<file path="src/rtl/cdc_handshake_tx.sv">
// Source-domain side of a 4-phase req/ack multi-bit CDC transfer.
// One-word holding buffer feeds a held-stable data bus and a level request.
module cdc_handshake_tx #(
    parameter int unsigned DATA_WIDTH  = 8,
    parameter int unsigned SYNC_STAGES = 2
) (
    input  logic                  CLK,
    input  logic                  RST,
    input  logic [DATA_WIDTH-1:0] src_data,
    input  logic                  src_valid,
    output logic                  src_ready,
    output logic [DATA_WIDTH-1:0] tx_data,
    output logic                  tx_req,
    input  logic                  rx_ack,
    output logic                  done_pulse,
    output logic                  busy
);

    typedef enum logic [1:0] {
        ST_IDLE,
        ST_REQ,
        ST_ACK_WAIT_LO
    } state_t;

    state_t                  state_q, state_d;
    logic [SYNC_STAGES-1:0]  ack_sync_q;
    logic                    ack_s;

    logic                    hold_valid_q, hold_valid_d;
    logic [DATA_WIDTH-1:0]   hold_data_q, hold_data_d;
    logic                    src_ready_q, src_ready_d;

    logic [DATA_WIDTH-1:0]   tx_data_q, tx_data_d;
    logic                    tx_req_q, tx_req_d;
    logic                    done_q, done_d;

    logic                    accept;
    logic                    load;

    // rx_ack is asynchronous; only the last stage of the chain is ever used.
    always_ff @(posedge CLK or negedge RST) begin
        if (!RST) begin
            ack_sync_q <= '0;
        end else begin
            ack_sync_q <= {ack_sync_q[SYNC_STAGES-2:0], rx_ack};
        end
    end

    assign ack_s = ack_sync_q[SYNC_STAGES-1];

    assign accept = src_valid && src_ready_q;

    always_comb begin
        state_d   = state_q;
        tx_data_d = tx_data_q;
        tx_req_d  = tx_req_q;
        done_d    = 1'b0;
        load      = 1'b0;
        case (state_q)
            ST_IDLE: begin
                // A stale ack blocks the load so tx_data never moves under ack_s=1.
                if (hold_valid_q && !ack_s) begin
                    load      = 1'b1;
                    tx_data_d = hold_data_q;
                    tx_req_d  = 1'b1;
                    state_d   = ST_REQ;
                end
            end
            ST_REQ: begin
                tx_req_d = 1'b1;
                if (ack_s) begin
                    tx_req_d = 1'b0;
                    state_d  = ST_ACK_WAIT_LO;
                end
            end
            ST_ACK_WAIT_LO: begin
                tx_req_d = 1'b0;
                if (!ack_s) begin
                    done_d  = 1'b1;
                    state_d = ST_IDLE;
                end
            end
            default: begin
                tx_req_d = 1'b0;
                state_d  = ST_IDLE;
            end
        endcase
    end

    // Load needs a full buffer and accept needs an empty one, so they are exclusive.
    always_comb begin
        hold_valid_d = hold_valid_q;
        hold_data_d  = hold_data_q;
        if (load) begin
            hold_valid_d = 1'b0;
        end
        if (accept) begin
            hold_valid_d = 1'b1;
            hold_data_d  = src_data;
        end
        src_ready_d = !hold_valid_d;
    end

    always_ff @(posedge CLK or negedge RST) begin
        if (!RST) begin
            state_q      <= ST_IDLE;
            hold_valid_q <= 1'b0;
            hold_data_q  <= '0;
            src_ready_q  <= 1'b1;
            tx_data_q    <= '0;
            tx_req_q     <= 1'b0;
            done_q       <= 1'b0;
        end else begin
            state_q      <= state_d;
            hold_valid_q <= hold_valid_d;
            hold_data_q  <= hold_data_d;
            src_ready_q  <= src_ready_d;
            tx_data_q    <= tx_data_d;
            tx_req_q     <= tx_req_d;
            done_q       <= done_d;
        end
    end

    assign src_ready  = src_ready_q;
    assign tx_data    = tx_data_q;
    assign tx_req     = tx_req_q;
    assign done_pulse = done_q;
    assign busy       = hold_valid_q || (state_q != ST_IDLE);

endmodule
</file>
<file path="config.mk">
export PLATFORM = sky130hd
export DESIGN_NAME = cdc_handshake_tx
export DESIGN_NICKNAME = d
export VERILOG_FILES = /design/src/rtl/cdc_handshake_tx.sv
export SDC_FILE = /design/constraint.sdc
export NUM_CORES = 1
export LEC_CHECK = 0
export ABC_AREA = 0
export CAP_MARGIN = 20
export CORE_MARGIN = 2
export CORE_UTILIZATION = 52
export CTS_BUF_LIST = sky130_fd_sc_hd__clkbuf_8
export CTS_CLUSTER_SIZE = 25
export DETAILED_ROUTE_END_ITERATION = 7
export PLACE_DENSITY = 0.85
export SLEW_MARGIN = 15
export SYNTH_ARGS = -nofsm -noshare
export SYNTH_HDL_FRONTEND = slang
export SYNTH_SLANG_ARGS = --single-unit
</file>
<file path="constraint.sdc">
create_clock -name CLK -period 3.4 [get_ports CLK]
set_input_delay 0.68 -clock CLK [delete_from_list [all_inputs] [get_ports CLK]]
set_output_delay 0.68 -clock CLK [all_outputs]
set_load 0.01 [all_outputs]
</file>
Word level (Yosys, flattened, before mapping). Cells that the tools add are included.

Bits in registers: 24. Input bits: 12. Output and inout port bits: 12. Word-level logic and storage cells: 34.

Eq/ne operators: 5. Muxes and demuxes: 12. Reduce and logical (&&, ||, !) cells: 9.

Operators with widths (count): 2-to-1 mux 1 bit (7); 2-to-1 mux 2 bit (3); != test 2 bit (second input constant) (3); one-hot mux 2 bit (3 select lines) (1); AND reduction 3 bit (1); equality test 2 x 1 -> 1 bit (second input constant) (1); equality test 2 bit (second input constant) (1); logical AND 1 bit (2); logical NOT 1 bit (2); logical NOT 2 bit (1); one-hot mux 1 bit (2 select lines) (1); AND reduction 2 bit (1); nonzero test 2 bit (1); logical OR 1 bit (1).

Logic depth before layout (Yosys ltp).
Depth after elaboration: 7. Mapped depth: 3. Gate-level depth less buffers: 2.

Worst setup path before layout. No wires, ideal clock.

Kind: reg-to-output. From: register state_q[0]. To: output busy. Arrival: 0.865 ns. Required time: 2.720 ns. Setup slack: 1.855 ns. Stages on the path, launching flop included: 3. Path buffers: 1. Cell sequence: dfrtp_1 buf_6 or3_1.

Longest elaborated chain between the ends: 2.

Ends and longest elaborated chain: start, declared (line 25) `state_t state_q, state_d;`; start signal, assigned (line 114) `state_q <= state_d;`; nonzero test 2 bit (line 128) `assign busy = hold_valid_q || (state_q != ST_IDLE);`; logical OR 1 bit (line 128); end, declared (line 16) `output logic busy`.

No other way between the ends.

Worst setup path in the final report. Same ends and word-level chain as after synthesis.

==> flow_metrics.env <==
export IMPL_grt_pass1_wl_um=2290
export IMPL_die_height_um=45.5
export IMPL_synth_top_area_share_pct=64.3
export IMPL_antenna_found_initial=0
export IMPL_start_util_pct=57.4
export IMPL_final_util_pct=76.9
export IMPL_fin_setup_tns_ns=0
export IMPL_yosys_register_bits=24
export IMPL_n_fill_cell=107
export IMPL_hold_violations=0
export IMPL_fmax_ghz=0.443
export IMPL_io_buffers=23
export IMPL_clk_pin_slew_worst_paths_ns=0.08
export IMPL_slew_violations=0
export IMPL_coreArea_um2=1560
export IMPL_cts_sinks=24
export IMPL_cts_setup_buffers=0
export IMPL_relSlewSlack_pct=59.8
export IMPL_fp_row_count=14
export IMPL_synth_top_cell_by_area="dfrtp_1"
export IMPL_crit_end="busy"
export IMPL_detail_route_antenna_nets=0
export IMPL_cts_resized=0
export IMPL_status="completed"
export IMPL_synth_async_reset_ratio_pct=100
export IMPL_rr_endpoint="tx_data[4]"
export IMPL_dp_slack_ns=1.43
export IMPL_cts_tree="done"
export IMPL_reg2reg_slack_ns=1.82
export IMPL_rsz0062_at_grt="false"
export IMPL_drt_initial_drc_count=3
export IMPL_dp_hpwl_um=987
export IMPL_hold_buffers=0
export IMPL_synth_nets=67
export IMPL_syn_to_final_growth_pct=34.0
export IMPL_synth_warning_count=0
export IMPL_start_kind="flop"
export IMPL_final_nets=94
export IMPL_wl_per_cell_um=14.4
export IMPL_avgSynthCellArea_um2=16.3
export IMPL_worstPathMaxFanout=7
export IMPL_hp_class="flop to flop"
export IMPL_reg2reg_from="state_q[0]"
export IMPL_r2r_cells=2
export IMPL_fin_ws_ns=1.14
export IMPL_clock_latency_ns=0.26
export IMPL_wl_met2_um=693
export IMPL_die_area_um2=2070
export IMPL_dr_pass1_iters=4
export IMPL_required_ns=2.72
export IMPL_synth_flop_cell="dfrtp_1"
export IMPL_worstPathArrival_ns=1.58
export IMPL_fin_area_um2=1200
export IMPL_antenna_cells=0
export IMPL_max_cap_violations=0
export IMPL_vdd_drop_max_v=0.000506
export IMPL_critPathLaunch="state_q[0]"
export IMPL_gp_congestion=0.682
export IMPL_synth_seq_area_share_pct=67.3
export IMPL_numCtsBuffers=3
export IMPL_hold_slack_ns=0.354
export IMPL_synth_cell_area_um2=895
export IMPL_dr_wl_met3_um=57
export IMPL_end_kind="output pin"
export IMPL_p_per_area_nw_per_um2=906
export IMPL_pin_count=24
export IMPL_drive_above_1_share_pct=28.4
export IMPL_synth_distinct_cells=16
export IMPL_drt_met1_wl_um=650
export IMPL_period_share_pct=66.4
export IMPL_finClkSkew_ns=0.00384
export IMPL_timing_worst_setup_path_type="flop to output pin"
export IMPL_track_usage_pct=16.6
export IMPL_drc=0
export IMPL_cts_htree_levels=1
export IMPL_multiInputGateArea_um2=277
export IMPL_layout_min_cycle_time_ns=2.26
export IMPL_synth_most_common_cell="dfrtp_1"
export IMPL_finalSetupViolCount=0
export IMPL_synth_common_cells="dfrtp_1 (23), mux2_2 (16), and2_1 (2), nand2_1 (2)"
export IMPL_post_dp_cell_area_um2=1130
export IMPL_vias=513
export IMPL_seqCellArea_um2=602
export IMPL_tightest_slew_ns=0.601
export IMPL_synth_edf_count=0
export IMPL_cts_max_path_buffers=2
export IMPL_root_buffer="clkbuf_8"
export IMPL_grt_start_max_net_pins=25
export IMPL_syn_inst=55
export IMPL_leakagePower_uw=0.000516
export IMPL_gr_total_overflow=0
export IMPL_synth_area_top_cells="dfrtp_1 (64%), mux2_2 (20%), dfstp_2 (2.9%), nor4b_4 (2.7%), and2_1 (1.4%)"
export IMPL_grt_pass1_vias=497
export IMPL_wl_um=1400
export IMPL_fp_dieW_um=45.5
export IMPL_via_per_inst=5.29
export IMPL_highest_layer="met3"
cell usage in the layout, fill, tap and decap left out, drive strengths merged, types with 2 or more instances in the layout:
cell type,netlist,final
and2,2,2
dfrtp,23,23
nand2,2,2
mux2,16,16
clkbuf,0,4
clkdlybuf4s50,0,23
how the worst min path moves through the flow:
stage | from | endpoint | slack (ns) | depth (start not counted)
after floorplan | ack_sync_q[0] | ack_sync_q[1] | 0.33 | 0
after global placement | ack_sync_q[0] | ack_sync_q[1] | 0.33 | 0
after detailed placement | ack_sync_q[0] | ack_sync_q[1] | 0.34 | 0
after CTS | ack_sync_q[0] | ack_sync_q[1] | 0.36 | 0
after global routing | ack_sync_q[0] | ack_sync_q[1] | 0.36 | 0
final | ack_sync_q[0] | ack_sync_q[1] | 0.35 | 0
worst max-delay path: stages (launching register included):
cell and delay (ns):
dfrtp_1 0.47, or3_1 0.37, clkdlybuf4s50_1 0.48
logic make-up after synthesis:
logic type      synth area share, %
xor+xnor                      0.979
compound gates                 2.24
flops                          67.3
buf+inv                        1.82
mux                            20.1
simple gates                   7.55
registers in the layout (all words and copies together) (netlist names):
signal	count
hold_data_q	8
tx_data	8
ack_sync_q	2
state_q	2
done_pulse	1
hold_valid_q	1
src_ready	1
tx_req	1
per-layer routing:
| layer | vias to the layer above | GRT usage (%) |
|---|---|---|
| met4 | 0 | 8.82 |
| met3 | 0 | 5.16 |
| met5 | - | 0 |
| li1 | 244 | - |
| met2 | 17 | 24.2 |
| met1 | 252 | 22.0 |
power breakdown:
part           switching, µW  internal [µW]
logic                    139            262
registers               79.5            419
clock network           84.1            103
stage by stage:
step,power (µW),std cells
after floorplan,721,55
after global placement,891,92
after detailed placement,907,92
after CTS,1100,96
after global routing,1160,97
final,1090,97
layout make-up:
cell class	instances	share of cell area (%)
sequential	24	50.2
multi-input combinational	29	23.1
timing repair buffer	24	20.5
clock buffer	4	4.59
tap	16	1.67
Power figures use the tool's default switching activity.
